<file path="src/rtl/uart_tx_scheduler_pkg.sv">
// Shared types and helpers for the UART transmit scheduler and its arbiter.
package uart_tx_scheduler_pkg;

    localparam int unsigned UART_BYTE_W = 8;

    typedef enum logic {
        StIdle   = 1'b0,
        StLocked = 1'b1
    } sched_state_e;

    // Modular add for requester indices; both operands must already be below n.
    function automatic int wrap_add(input int a, input int b, input int n);
        int s;
        s = a + b;
        return (s >= n) ? s - n : s;
    endfunction

endpackage

</file>
<file path="src/rtl/uart_tx_scheduler_rr_arbiter.sv">
// Round-robin pick: first asserted valid at or after the pointer, wrapping past NUM_REQ-1.
module uart_tx_scheduler_rr_arbiter
    import uart_tx_scheduler_pkg::*;
#(
    parameter int unsigned NUM_REQ = 2
) (
    input  logic [NUM_REQ-1:0]         valid,
    input  logic [$clog2(NUM_REQ)-1:0] ptr,
    output logic                       any,
    output logic [$clog2(NUM_REQ)-1:0] idx,
    output logic [NUM_REQ-1:0]         onehot
);

    localparam int unsigned IDX_W = $clog2(NUM_REQ);

    logic [IDX_W-1:0] cand;

    always_comb begin
        any    = 1'b0;
        idx    = '0;
        onehot = '0;
        cand   = '0;
        for (int i = 0; i < NUM_REQ; i++) begin
            cand = IDX_W'(wrap_add(int'(ptr), i, NUM_REQ));
            if (!any && valid[cand]) begin
                any = 1'b1;
                idx = cand;
            end
        end
        if (any) begin
            onehot[idx] = 1'b1;
        end
    end

endmodule

</file>
<file path="src/rtl/uart_tx_scheduler.sv">
// Shares one UART transmitter among NUM_REQ byte streams with round-robin, packet-locked grants.
module uart_tx_scheduler
    import uart_tx_scheduler_pkg::*;
#(
    parameter int unsigned NUM_REQ      = 2,
    parameter int unsigned MAX_BURST    = 16,
    parameter int unsigned IDLE_TIMEOUT = 1024
) (
    input  logic                           clk,
    input  logic                           rst_n,
    input  logic [NUM_REQ-1:0]             req_valid,
    input  logic [UART_BYTE_W*NUM_REQ-1:0] req_data,
    input  logic [NUM_REQ-1:0]             req_last,
    output logic [NUM_REQ-1:0]             req_ready,
    output logic [UART_BYTE_W-1:0]         tx_data,
    output logic                           tx_valid,
    input  logic                           tx_ready,
    output logic [NUM_REQ-1:0]             grant_onehot,
    output logic                           busy,
    output logic                           timeout_pulse
);

    localparam int unsigned IDX_W  = $clog2(NUM_REQ);
    localparam int unsigned IDLE_W = $clog2(IDLE_TIMEOUT + 1);

    localparam logic [7:0]        BURST_LAST = 8'(MAX_BURST - 1);
    localparam logic [IDLE_W-1:0] IDLE_LAST  = IDLE_W'(IDLE_TIMEOUT - 1);
    localparam logic [IDLE_W-1:0] IDLE_MAX   = IDLE_W'(IDLE_TIMEOUT);

    sched_state_e      state_q, state_d;
    logic [IDX_W-1:0]  owner_q, owner_d;
    logic [IDX_W-1:0]  ptr_q, ptr_d;
    logic [NUM_REQ-1:0] grant_q, grant_d;
    logic [7:0]        byte_cnt_q, byte_cnt_d;
    logic [IDLE_W-1:0] idle_cnt_q, idle_cnt_d;

    logic                   arb_any;
    logic [IDX_W-1:0]       arb_idx;
    logic [NUM_REQ-1:0]     arb_onehot;

    logic                   locked;
    logic                   own_valid;
    logic                   own_last;
    logic [UART_BYTE_W-1:0] own_data;
    logic                   handshake;
    logic                   rel_last;
    logic                   rel_burst;
    logic                   rel_timeout;

    uart_tx_scheduler_rr_arbiter #(
        .NUM_REQ (NUM_REQ)
    ) u_arb (
        .valid  (req_valid),
        .ptr    (ptr_q),
        .any    (arb_any),
        .idx    (arb_idx),
        .onehot (arb_onehot)
    );

    assign locked    = (state_q == StLocked);
    assign own_valid = req_valid[owner_q];
    assign own_last  = req_last[owner_q];
    assign own_data  = req_data[UART_BYTE_W*owner_q +: UART_BYTE_W];

    assign handshake = locked && own_valid && tx_ready;
    assign rel_last  = handshake && own_last;
    assign rel_burst = handshake && (byte_cnt_q == BURST_LAST);
    // Timeout needs valid low, so it can never coincide with a handshake release.
    assign rel_timeout = locked && !own_valid && (idle_cnt_q == IDLE_LAST);

    assign busy          = locked;
    assign grant_onehot  = grant_q;
    assign timeout_pulse = rel_timeout;

    always_comb begin
        tx_valid  = 1'b0;
        tx_data   = '0;
        req_ready = '0;
        if (locked) begin
            tx_valid           = own_valid;
            tx_data            = own_data;
            req_ready[owner_q] = tx_ready;
        end
    end

    always_comb begin
        state_d    = state_q;
        owner_d    = owner_q;
        ptr_d      = ptr_q;
        grant_d    = grant_q;
        byte_cnt_d = byte_cnt_q;
        idle_cnt_d = idle_cnt_q;
        unique case (state_q)
            StIdle: begin
                if (arb_any) begin
                    state_d = StLocked;
                    owner_d = arb_idx;
                    grant_d = arb_onehot;
                end
            end
            StLocked: begin
                if (handshake) begin
                    byte_cnt_d = byte_cnt_q + 8'd1;
                end
                if (own_valid) begin
                    idle_cnt_d = '0;
                end else if (idle_cnt_q != IDLE_MAX) begin
                    idle_cnt_d = idle_cnt_q + IDLE_W'(1);
                end
                if (rel_last || rel_burst || rel_timeout) begin
                    state_d    = StIdle;
                    grant_d    = '0;
                    ptr_d      = IDX_W'(wrap_add(int'(owner_q), 1, NUM_REQ));
                    byte_cnt_d = '0;
                    idle_cnt_d = '0;
                end
            end
            default: begin
                state_d = StIdle;
                grant_d = '0;
            end
        endcase
    end

    always_ff @(posedge clk or negedge rst_n) begin
        if (!rst_n) begin
            state_q    <= StIdle;
            owner_q    <= '0;
            ptr_q      <= '0;
            grant_q    <= '0;
            byte_cnt_q <= '0;
            idle_cnt_q <= '0;
        end else begin
            state_q    <= state_d;
            owner_q    <= owner_d;
            ptr_q      <= ptr_d;
            grant_q    <= grant_d;
            byte_cnt_q <= byte_cnt_d;
            idle_cnt_q <= idle_cnt_d;
        end
    end

endmodule

</file>
<file path="config.mk">
export PLATFORM = sky130hd
export DESIGN_NAME = uart_tx_scheduler
export DESIGN_NICKNAME = d
export VERILOG_FILES = /design/src/rtl/uart_tx_scheduler_pkg.sv /design/src/rtl/uart_tx_scheduler_rr_arbiter.sv /design/src/rtl/uart_tx_scheduler.sv
export SDC_FILE = /design/constraint.sdc
export NUM_CORES = 1
export LEC_CHECK = 0
export ABC_AREA = 1
export ABC_CLOCK_PERIOD_IN_PS = 2000
export BUFFER_PORTS_ARGS = -buffer_cell sky130_fd_sc_hd__buf_2
export CORE_MARGIN = 3
export CORE_UTILIZATION = 54
export CTS_CLUSTER_SIZE = 24
export DETAILED_ROUTE_END_ITERATION = 7
export GPL_ROUTABILITY_DRIVEN = 0
export PLACE_DENSITY = 0.8
export SYNTH_ARGS = -nofsm -noshare
export SYNTH_HDL_FRONTEND = slang
export SYNTH_SLANG_ARGS = --single-unit
</file>
<file path="constraint.sdc">
create_clock -name clk -period 2 [get_ports clk]
set_input_delay 0.2 -clock clk [delete_from_list [all_inputs] [get_ports clk]]
set_output_delay 0.2 -clock clk [all_outputs]
set_load 0.03 [all_outputs]
</file>
After elaboration in Yosys (flattened, before gate mapping):

Cells that the tools add are included.

* register bits after elaboration: 24
* input bits: 23
* output and inout port bits: 15
* logic and storage cells: 83

* $add $sub $neg: 7
* order comparisons: 9
* eq/ne operators: 5
* shifts and indexed selects: 1
* muxes and demuxes: 33
* bitwise operators: 2
* reductions and logical operators: 20

Operators with widths (count)
* $mux 11: 3
* $mux 8: 3
* $mux 1: 20
* $shiftx 16x5->8: 1
* $add 11x1->11 const B: 1
* $eq 11x10->1 const B: 1
* $ne 11x11->1 const B: 1
* $reduce_and 2->1: 5
* $logic_and 1x1->1: 9
* $add 8x1->8 const B: 1
* $eq 8x4->1 const B: 1
* $lt 1x2->1 const B: 4
* $mux 2: 3
* $add 1x1->2 const B: 2
* $ge 2x2->1 const B: 2
* $pmux 2 s2: 1
* $reduce_bool 3->1: 1
* $sub 1x1->1 const B: 3
* $and 2x2->2: 1
* $demux 1 s1: 2
* $ge 1x1->1 const B: 2
* $ge 1x2->1 const B: 1
* $logic_not 1->1: 2
* $logic_or 1x1->1: 2
* 5 further kinds: 5

Longest topological paths before layout:

Gate-level depths: netlist of run 1.

* word-level depth: 14
* depth in mapped cells: 10
* gate-level depth less buffers: 10

Cells and area by module:

From an unflattened synthesis of run 1, not the netlist that was laid out.

* cell total of the unflattened synthesis: 261
* area, all modules: 1722.9 um^2

Modules (own cells, without submodules)
* uart_tx_scheduler: times used 1, cells an instance 254, area each 1692.9 um^2, seq. area each 600.6 um^2
* uart_tx_scheduler_rr_arbiter: times used 1, cells an instance 7, area each 30.0 um^2, seq. area each 0.0 um^2

Least setup slack after synthesis of run 1:

No wires, ideal clock.

* path type: reg2out
* start: reg state_q, in the netlist busy
* end: out req_ready[0]
* arrival time: 1645 ps
* required time: 1800 ps
* path slack: 155 ps
* cell stages (with the launch flop): 4
* buffers on the path: 1
* cell sequence: dfrtp_1 inv_1 clkbuf_1 nor3_1

* longest elaborated chain between the ends: 1

RTL lines
* start, declared: RTL line uart_tx_scheduler.sv:30 `sched_state_e state_q, state_d;`
* start signal, assigned: RTL line uart_tx_scheduler.sv:127 `state_q <= StIdle;`
* start signal, assigned: RTL line uart_tx_scheduler.sv:134 `state_q <= state_d;`
* $mux 2: RTL line uart_tx_scheduler.sv:79 `if (locked) begin`
* end, declared: RTL line uart_tx_scheduler.sv:14 `output logic [NUM_REQ-1:0] req_ready,`

Every way passes these cells.

Worst setup path in the final report of run 1:

* start: reg idle_cnt_q[0]
* end: out timeout_pulse

* longest elaborated chain between the ends: 2

RTL lines
* start, declared: RTL line uart_tx_scheduler.sv:35 `logic [IDLE_W-1:0] idle_cnt_q, idle_cnt_d;`
* start signal, assigned: RTL line uart_tx_scheduler.sv:139 `idle_cnt_q <= idle_cnt_d;`
* $eq 11x10->1: RTL line uart_tx_scheduler.sv:69 `assign rel_timeout = locked && !own_valid && (idle_cnt_q == IDLE_LAST);`
* $logic_and 1x1->1: RTL line uart_tx_scheduler.sv:69
* end, declared: RTL line uart_tx_scheduler.sv:20 `output logic timeout_pulse`

Every way passes these cells.

==> results of run 1 <==
-- cell type report --
cell class              instances  area, um^2
well taps                      31       38.79
repair buffers                 46       255.2
flip-flops and latches         24       603.1
fillers                       247       882.1
inverters                      29       112.6
multi-input cells             186       900.9
clock buffers                   4       36.28
-- per-stage QoR --
step	setup WS, ns	util [%]	hold WS, ns
2_1_floorplan	0.1551	-	-0.09559
3_3_place_gp	0.3612	65.10	0.2158
3_5_place_dp	0.3514	65.10	0.2178
4_1_cts	0.01501	66.74	0.2049
5_1_grt	0.02168	68.82	0.2400
6_report	0.1618	68.82	0.2200
-- logic make-up after synthesis --
logic type | count (synthesis)
simple gates | 150
buf+inv | 34
compound gates | 27
flops | 24
xor+xnor | 6
fa+ha+maj | 3
-- registers in the layout (all words and copies together) (netlist names) --
name and count:
byte_cnt_q 8, owner_q 1, ptr_q 1, grant_onehot 2, busy 1, idle_cnt_q 11
-- report_power, final --
part	internal (uW)	switching, uW
logic	389	798
clock network	111	142
registers	587	103
-- cells in the mapped netlist, drive strengths merged --
master  count
xor2        4
inv        29
a21oi      15
nand4       1
buf         3
nand3b      1
nand2      97
dfrtp      24
clkbuf      2
ha          3
nor3        4
o22ai       1
nor2       30
xnor2       2
nand3      17
o21ai      11
-- how the worst max path moves through the flow --
stage                              startpoint                         to  slack (ns)  cells past startpoint
detailed placement        owner_q$_DFFE_PN0P_  idle_cnt_q[0]$_DFFE_PN0P_        0.35                     10
CTS                 idle_cnt_q[0]$_DFFE_PN0P_              timeout_pulse        0.02                      6
floorplan                      busy$_DFF_PN0_               req_ready[0]        0.16                      3
global placement    idle_cnt_q[0]$_DFFE_PN0P_  idle_cnt_q[0]$_DFFE_PN0P_        0.36                      8
finish              idle_cnt_q[0]$_DFFE_PN0P_              timeout_pulse        0.16                      6
global route              owner_q$_DFFE_PN0P_              timeout_pulse        0.02                      7
-- critical path: stages (launching register included) --
cell	delay, ns
dfrtp_2	0.42
ha_1	0.19
nand3_1	0.15
nor2_4	0.18
nand3_2	0.12
inv_1	0.08
buf_2	0.19
-- layout by cell type, fill, tap and decap left out --
master         count
a21oi_1           15
buf_4              8
inv_1             23
dfrtp_1           22
o21ai_2            1
o21ai_1            2
o22ai_1            1
xnor2_1            2
nand2_2            7
nand4_1            1
clkinvlp_4         1
xor2_1             4
nor3_1             4
buf_2             37
nor2_4             5
nand3_1           16
o21ai_0            8
nand3_2            1
nand3b_1           1
clkbuf_8           1
inv_2              5
nand2_1           88
clkbuf_4           3
nor2_1            25
nand2_4            2
dlygate4sd3_1      1
ha_1               3
dfrtp_2            2
-- repair_timing --
item	4_1_cts	5_1_grt
hold buffers	1	0
buffers inserted	0	7
endpoints found under the hold margin	24	0
endpoints found under the setup margin	0	1
resized for setup	0	3
-- per-layer routing --
layer  vias up  share of wire (%)  global-route usage (%)
li1        844                  -                       -
met1       710                 47                   28.61
met2        41                 47                   33.08
met3         3                5.1                   2.935
met4         0               0.82                   4.954
met5         -                  0                       0
==> out/qor.yml, run 1 <==
grt_max_degree: 25
maxSlewViolCount: 0
status: "completed"
finalPower_uw: 2130
hold_violations: 0
p_per_area_nw_per_um2: 1094
place_area_um2: 1842
r2r_cells: 10
yosysTopAreaCell: "dfrtp_1"
antenna_cells: 0
finalSetupViolations: 0
critPathKind: "register to primary output"
hold_depth: 4
cts_tree: "done"
worst_pin_slew_ns: 0.5384
grt_pass1_vias: 1406
dieArea_um2: 3758
synth_xor_area_share_pct: 3.182
fmaxAchievable_ghz: 0.5440
pin_count: 38
clockBufferDepth: 2
cp.required_ns: 1.80
nNetsFinal: 316
viasPerCell: 4.994
coreArea_um2: 2829
grt.total_usage_pct: 20.36
drt_iter0_markers: 71
initial_utilization_pct: 58.38
drt_wl_total_um: 3533
synth-adder-area-share_pct: 2.273
cts_buffers: 3
yosys.cell_types.count: 23
overflow: 0
start_kind: "register"
synth.area.top_cells: "dfrtp_1 (36%), nand2_1 (20%), nor2_1 (5.7%), inv_1 (5.5%), nand3_1 (4.8%)"
dp.cells: 308
synth_top_family_by_area: "simple AND/OR/NAND/NOR gates"
crit_fanout: 5
syn_area_per_cell_um2: 6.769
syn_to_final_growth_pct: 17.88
num_rows: 19
p_leak_uw: 0.001065
period_share_pct: 91.91
synth-simple-area-share_pct: 40.61
synth_top_area_share_pct: 36.36
min_to: "grant_onehot[1]$_DFFE_PN0P_"
grt_pass1_wl_um: 5927
fin_crit_ns: 1.838
clk_latency_ns: 0.31
die_h_um: 61.31
holdCritStartpoint: "req_valid[0]"
drc: 0
io_buffers: 37
synth_compound_area_share_pct: 8.485
final_cells: 320
synthCells: 244
fp.dieW_um: 61.31
htree_num_levels: 1
ant_nets: 0
ys_seq_area_share_pct: 36.36
wl_per_cell_um: 11.04
rsz0062_at_grt: "no"
fin_skew_ns: 0.005366
clock_sinks: 24
hpwl_um: 2624
reg2reg_to: "idle_cnt_q[0]$_DFFE_PN0P_"
yosysWarnings: 0
regToRegStartpoint: "owner_q$_DFFE_PN0P_"
holdCritPathClass: "input port to register"
drv_cap: 0
syn_area_um2: 1652
ir_drop_mv: 0.9630
muxShareOfSynthArea_pct: 0
antenna_found_initial: 0
drive_gt1_share_pct: 25.26
rrSetupSlack_ns: 0.31
syn_nets: 270
root_buffer: "clkbuf_4"
fin_setup_tns_ns: 0
dr_total_vias: 1598
synth.ff_latch_count: 24
end_kind: "primary output"
relSlewSlack_pct: 64.11
critical_path_arrival_ns: 1.64
cts.clk_slew.worst_paths_ns: 0.12
final_area_um2: 1947
dr.pass1.iters: 4
Power figures use the tool's default switching activity.
==> inputs of run 2 (changes only) <==
--- a/config.mk
+++ b/config.mk
@@ -13,7 +13,9 @@
 export CTS_CLUSTER_SIZE = 24
 export DETAILED_ROUTE_END_ITERATION = 7
 export GPL_ROUTABILITY_DRIVEN = 0
-export PLACE_DENSITY = 0.8
+export MAX_ROUTING_LAYER = met4
+export PLACE_DENSITY = 0.79
 export SYNTH_ARGS = -nofsm -noshare
 export SYNTH_HDL_FRONTEND = slang
+export SYNTH_HIERARCHICAL = 1
 export SYNTH_SLANG_ARGS = --single-unit
==> run 2 against run 1 <==
Design area is 3.7% higher. Via count increased by 3.6%. Flip-flop and latch count did not move. Power decreased by 3.3%. Wire length up 7.4%. Clock power increased by 37%. Core utilization increased by 0.77 points. First-iteration DRC count rose by 13%.
==> out/qor.yml, run 2 <==
nNetsFinal: 327  # +3.5%
root_buffer: "clkbuf_4"
worst_pin_slew_ns: 0.5309  # -0.007476 ns
syn_area_um2: 1723  # +4.3%
htree_num_levels: 1  # unchanged
final_cells: 342  # +6.9%
p_leak_uw: 0.001126  # +5.7%
overflow: 0  # unchanged
swShare_pct: 46.55  # -2.4 points
grt.total_usage_pct: 20.79  # +0.43 points
top_register: "idle_cnt_q"
clock_sinks: 24  # unchanged
syn_to_final_growth_pct: 17.14
fmaxAchievable_ghz: 0.5367  # -1.3%
maxSlewViolCount: 0  # unchanged
critPathMaxStageDelay_ns: 0.42  # about the same
internal_power_uw: 1100  # +1.2%
synth_top_area_share_pct: 34.86  # -1.5 points
initial_utilization_pct: 59.40  # +1.0 points
dr_total_vias: 1656  # +3.6%
syn_nets: 287  # +6.3%
power_frac_seq_pct: 32.5  # about the same
fp.dieW_um: 62.49  # +1.9%
synthCells: 261  # +7.0%
yosysWarnings: 6  # +6
start_kind: "register"
async_flop_share_pct: 100.0  # unchanged
synth_most_common_cell: "nand2_1"
p_per_area_nw_per_um2: 1020  # -6.7%
relSlewSlack_pct: 64.61  # +0.50 points
crit_family: "simple AND/OR/NAND/NOR gates"
cp.depth: 6  # unchanged
syn_area_per_cell_um2: 6.601  # -2.5%
viasPerCell: 4.842  # -3.0%
antenna_found_initial: 0  # unchanged
synth-simple-area-share_pct: 41.03  # +0.43 points
fin_crit_ns: 1.863  # +0.02485 ns
cts_buffers: 3  # unchanged
hpwl_um: 2931  # +12%
cts.clk_slew.worst_paths_ns: 0.13  # about the same
cts_tree: "done"
dr.pass1.iters: 4  # unchanged
drive_gt1_share_pct: 22.00  # -3.3 points
num_rows: 19  # unchanged
die_h_um: 62.49  # +1.9%
fill_cells: 278  # +13%
critPathMostFrequentCell: "nand3_2"
synth_top_family_by_area: "simple AND/OR/NAND/NOR gates"
status: "completed"
pin_count: 38  # unchanged
drv_cap: 0  # unchanged
finalSetupViolations: 0  # unchanged
yosysTopAreaCell: "dfrtp_1"
antenna_cells: 0  # unchanged
final_common_cell: "nand2_1"
io_buffers: 37  # unchanged
drt_iter0_markers: 80  # +13%
holdCritPathClass: "input port to register"
hold_violations: 0  # unchanged
fin_setup_tns_ns: 0  # unchanged
final_area_um2: 2018  # +3.7%
cpMaxStageDelayCell: "dfrtp_1"
place_area_um2: 1929  # +4.8%
coreArea_um2: 2900  # +2.5%
clock_power_share_pct: 17.0  # +5.1 points
critical_path_arrival_ns: 1.66  # +0.02 ns
end_kind: "primary output"
rsz0062_at_grt: "no"
wl_per_cell_um: 11.10  # +0.53%
clk_latency_ns: 0.31  # about the same
cp.required_ns: 1.80  # about the same
synth.ff_latch_count: 24  # unchanged
muxShareOfSynthArea_pct: 0  # unchanged
ys_seq_area_share_pct: 34.86  # -1.5 points
synth_xor_area_share_pct: 3.558  # +0.38 points
cp.buffers_inverters: 2  # unchanged
dp.cells: 335  # +8.8%
ir_drop_mv: 0.7428  # -23%
final_cell_mix: "nand2_1 (93), buf_2 (37), inv_1 (32), nor2_1 (24), dfrtp_1 (23)"
largest_reg_flops: 11  # unchanged
synth_commonest_cells: "nand2_1 (93), inv_1 (32), dfrtp_1 (24), nor2_1 (24), nand3_1 (21)"
crit_fanout: 4  # -1
grt_max_degree: 25  # unchanged
power_frac_comb_pct: 50.6  # -5.1 points
synth_edf_count: 0  # unchanged
grt_pass1_wl_um: 6624  # +12%
clockBufferDepth: 2  # unchanged
critPathKind: "register to primary output"
path_cells: "ha_1 > nand3_2 > nor2_4 > nand3_2 > inv_1 > buf_2"
yosys.cell_types.count: 26  # +13%
dieArea_um2: 3904  # +3.9%
finalPower_uw: 2059  # -3.3%
hold_depth: 4  # unchanged
synth-adder-area-share_pct: 2.179  # -0.094 points
fin_skew_ns: 0.003331  # -0.002034 ns
period_share_pct: 93.15  # +1.2 points
drc: 0  # unchanged
synth.area.top_cells: "dfrtp_1 (35%), nand2_1 (20%), inv_1 (7.0%), nand3_1 (6.1%), nor2_1 (5.2%)"
grt_pass1_vias: 1484  # +5.5%
hold-worst-slack_ns: 0.1926  # -0.02736 ns
synth_compound_area_share_pct: 7.407  # -1.1 points
drt_wl_total_um: 3796  # +7.4%
synth-main-ff-cell: "dfrtp_1"
r2r_cells: 10  # unchanged
ant_nets: 0  # unchanged
switching_power_uw: 958.6  # -8.1%
-- run 2: cell count changes in the layout (fill, tap and decap cells not counted), sizes merged, moves of 3 or more --
cell and change:
buf -3, inv +7, nand3 +7, nand4 +4
-- run 2: path summary, 6_finish.rpt --
kind,startpoint,endpoint,slack (ns)
max in group asynchronous,rst_n,idle_cnt_q[0]$_DFFE_PN0P_,1.23
worst min register to register,grant_onehot[1]$_DFFE_PN0P_,grant_onehot[1]$_DFFE_PN0P_,0.50
worst max register to register,owner_q$_DFFE_PN0P_,byte_cnt_q[5]$_DFFE_PN0P_,0.30
worst max-delay path,idle_cnt_q[1]$_DFFE_PN0P_,timeout_pulse,0.14
worst min-delay path,req_valid[1],grant_onehot[0]$_DFFE_PN0P_,0.19
min in group asynchronous,rst_n,idle_cnt_q[3]$_DFFE_PN0P_,0.39
-- run 2: kinds of logic after synthesis --
kind of cell             Yosys count
AO/OA/AOI/OAI                     24
XOR/XNOR                           7
adder cells (fa/ha/maj)            3
buffers and inverters             44
flip-flops                        24
AND/OR/NAND/NOR                  159
-- run 2: per-layer routing --
metal  wire (um)  vias up  global-route usage (%)  part of all wire (%)
li1            -      885                       -                     -
met1        1723      741                   25.20                    45
met2        1931       28                   35.42                    51
met3         121        2                   3.237                   3.2
met4          20        0                   6.612                  0.53
met5           0        -                       -                     0
-- run 2: what timing repair did --
item / CTS / global route
endpoints found under the hold margin: 24 / 0
endpoints found under the setup margin: 1 / 1
setup buffers: 1 / 1
hold buffers: 1 / 0
resized for setup: 1 / 2
-- run 2: area by class of cell --
type / count / area, um^2 / area share, %
Clock inverter: 1 / 30.03 / 1.488
Timing Repair Buffer: 43 / 232.7 / 11.53
Inverter: 36 / 135.1 / 6.696
Tap cell: 42 / 52.55 / 2.604
Multi-Input combinational cell: 193 / 943.4 / 46.75
Sequential cell: 24 / 601.8 / 29.82
Clock buffer: 3 / 22.52 / 1.116
-- run 2: through the flow --
stage          setup WS (ns)  utilization [%]
4_1_cts              0.02812            68.98
6_report              0.1369            69.59
3_3_place_gp          0.2084            66.52
5_1_grt             0.005548            69.59
2_1_floorplan        0.07866                -
3_5_place_dp          0.1984            66.52
-- run 2: power groups by stage --
stage	clock network [uW]	logic, uW	registers (uW)
floorplan	0	780	676
global placement	0	999	688
detailed placement	0	1000	690
CTS	359	1030	666
global route	395	1160	684
finish	349	1040	669
-- run 2: worst register-to-register path: cells and delay by family, from the launching register on --
family | cells | cell delay (ns)
simple gates | 8 | 0.86
flops | 1 | 0.45
buf+inv | 2 | 0.34
==> inputs of run 3 (changes only) <==
--- a/config.mk
+++ b/config.mk
@@ -13,7 +13,6 @@
 export CTS_CLUSTER_SIZE = 24
 export DETAILED_ROUTE_END_ITERATION = 7
 export GPL_ROUTABILITY_DRIVEN = 0
-export MAX_ROUTING_LAYER = met4
 export PLACE_DENSITY = 0.79
 export SYNTH_ARGS = -nofsm -noshare
 export SYNTH_HDL_FRONTEND = slang
==> run 3 against run 2 <==
Clock skew rose by 0.0017 ns. Worst setup slack got worse by 0.0062 ns. Global-route usage fell by 0.68 points. Critical path depth did not move. Critical endpoint unchanged. Sequential power about the same. Fmax fell by 0.33%.
==> out/qor.yml, run 3 (same netlist as run 2, synthesis figures left out) <==
status: "completed"
grt_max_degree: 25  # unchanged
clockBufferDepth: 2  # unchanged
root_buffer: "clkbuf_4"
dr_total_vias: 1654  # -0.12%
drv_cap: 0  # unchanged
num_rows: 19  # unchanged
drc: 0  # unchanged
final_cell_mix: "nand2_1 (93), buf_2 (37), inv_1 (32), nor2_1 (24), dfrtp_1 (23)"
coreArea_um2: 2900  # unchanged
ant_nets: 0  # unchanged
crit_family: "flip-flops"
critPathMostFrequentCell: "nand3_2"
antenna_found_initial: 0  # unchanged
grt.total_usage_pct: 20.11  # -0.68 points
largest_reg_flops: 11  # unchanged
viasPerCell: 4.836  # -0.12%
htree_num_levels: 1  # unchanged
holdCritPathClass: "input port to register"
relSlewSlack_pct: 64.39  # -0.21 points
hpwl_um: 2931  # unchanged
clk_latency_ns: 0.32  # about the same
antenna_cells: 0  # unchanged
dieArea_um2: 3904  # unchanged
grt_pass1_wl_um: 6610  # -0.21%
fin_skew_ns: 0.004987  # +0.001655 ns
hold-worst-slack_ns: 0.1910  # -0.001575 ns
grt_pass1_vias: 1487  # +0.20%
p_leak_uw: 0.001126  # unchanged
syn_to_final_growth_pct: 17.14  # unchanged
final_common_cell: "nand2_1"
crit_fanout: 4  # unchanged
pin_count: 38  # unchanged
critPathKind: "register to primary output"
cts_buffers: 3  # unchanged
p_per_area_nw_per_um2: 1022  # +0.17%
period_share_pct: 93.46  # +0.31 points
ir_drop_mv: 0.7427  # about the same
top_register: "idle_cnt_q"
wl_per_cell_um: 11.18  # +0.68%
cts.clk_slew.worst_paths_ns: 0.14  # about the same
cp.required_ns: 1.80  # about the same
utilization_pct: 69.59  # unchanged
critPathMaxStageDelay_ns: 0.43  # about the same
finalSetupViolations: 0  # unchanged
drive_gt1_share_pct: 22.00  # unchanged
die_h_um: 62.49  # unchanged
dr.pass1.iters: 4  # unchanged
fp.dieW_um: 62.49  # unchanged
nNetsFinal: 327  # unchanged
hold_violations: 0  # unchanged
fill_cells: 278  # unchanged
fmaxAchievable_ghz: 0.5350  # -0.33%
overflow: 0  # unchanged
worst_pin_slew_ns: 0.5341  # +0.003169 ns
path_cells: "ha_1 > nand3_2 > nor2_4 > nand3_2 > inv_1 > buf_2"
dp.cells: 335  # unchanged
cts_tree: "done"
final_cells: 342  # unchanged
fin_setup_tns_ns: 0  # unchanged
critical_path_arrival_ns: 1.67  # about the same
rsz0062_at_grt: "no"
cpMaxStageDelayCell: "dfrtp_1"
end_kind: "primary output"
drt_iter0_markers: 64  # -20%
maxSlewViolCount: 0  # unchanged
io_buffers: 37  # unchanged
cp.buffers_inverters: 2  # unchanged
clock_sinks: 24  # unchanged
start_kind: "register"
initial_utilization_pct: 59.40  # unchanged
fin_crit_ns: 1.869  # +0.006157 ns
drt_wl_total_um: 3822  # +0.68%
-- run 3: cell counts in the layout (fill, tap and decap cells not counted) --
Identical to the previous run, type by type.
-- run 3: power breakdown --
group | switching, uW | total [uW] | internal, uW
clock network | 149 | 352 | 203
logic | 715 | 1040 | 326
registers | 98.0 | 669 | 571
-- run 3: final cells by class --
class                           count  area (um^2)  share of cell area (%)
Tap cell                           42        52.55                   2.604
Clock buffer                        3        22.52                   1.116
Inverter                           36        135.1                   6.696
Multi-Input combinational cell    193        943.4                   46.75
Timing Repair Buffer               43        232.7                   11.53
Sequential cell                    24        601.8                   29.82
Clock inverter                      1        30.03                   1.488
-- run 3: through the flow --
step	setup slack, ns	area (um^2)	total power (uW)
6_report	0.1308	2018	2063
3_5_place_dp	0.1984	1929	1691
5_1_grt	0.01079	2018	2234
2_1_floorplan	0.07866	1723	1456
3_3_place_gp	0.2084	1929	1687
4_1_cts	0.02812	2001	2058
-- run 3: worst paths after layout --
kind / startpoint / slack, ns / cells past startpoint / endpoint
worst max-delay path: idle_cnt_q[1]$_DFFE_PN0P_ / 0.13 / 6 / timeout_pulse
worst min-delay path: req_valid[1] / 0.19 / 4 / grant_onehot[0]$_DFFE_PN0P_
worst max register to register: owner_q$_DFFE_PN0P_ / 0.30 / 10 / byte_cnt_q[4]$_DFFE_PN0P_
worst min register to register: grant_onehot[1]$_DFFE_PN0P_ / 0.50 / 2 / grant_onehot[1]$_DFFE_PN0P_
max in group asynchronous: rst_n / 1.23 / 2 / idle_cnt_q[0]$_DFFE_PN0P_
min in group asynchronous: rst_n / 0.39 / 2 / idle_cnt_q[3]$_DFFE_PN0P_
-- run 3: layer usage --
layer	global-route usage, %	vias to the layer above	wire (um)
li1	-	885	-
met1	25.08	737	1733
met2	35.42	28	1926
met3	2.878	4	133
met4	6.612	0	29
met5	0	-	0
-- run 3: worst register-to-register path, cell delays in order, from the launching register on --
cell and delay [ns]:
dfrtp_1 0.45, inv_2 0.16, nand2_1 0.09, nand2_2 0.08, buf_4 0.18, nor2_4 0.04
nand3_2 0.09, nand2_2 0.11, nor2_2 0.29, nand2_1 0.09, nand2_1 0.08
-- run 3: timing repair --
action                                 in CTS  in global routing
buffers inserted                            1                  1
endpoints found under the hold margin      24                  0
hold buffers                                1                  0
resized for setup                           1                  2
setup endpoints to repair                   1                  1
pin swaps                                   0                  0
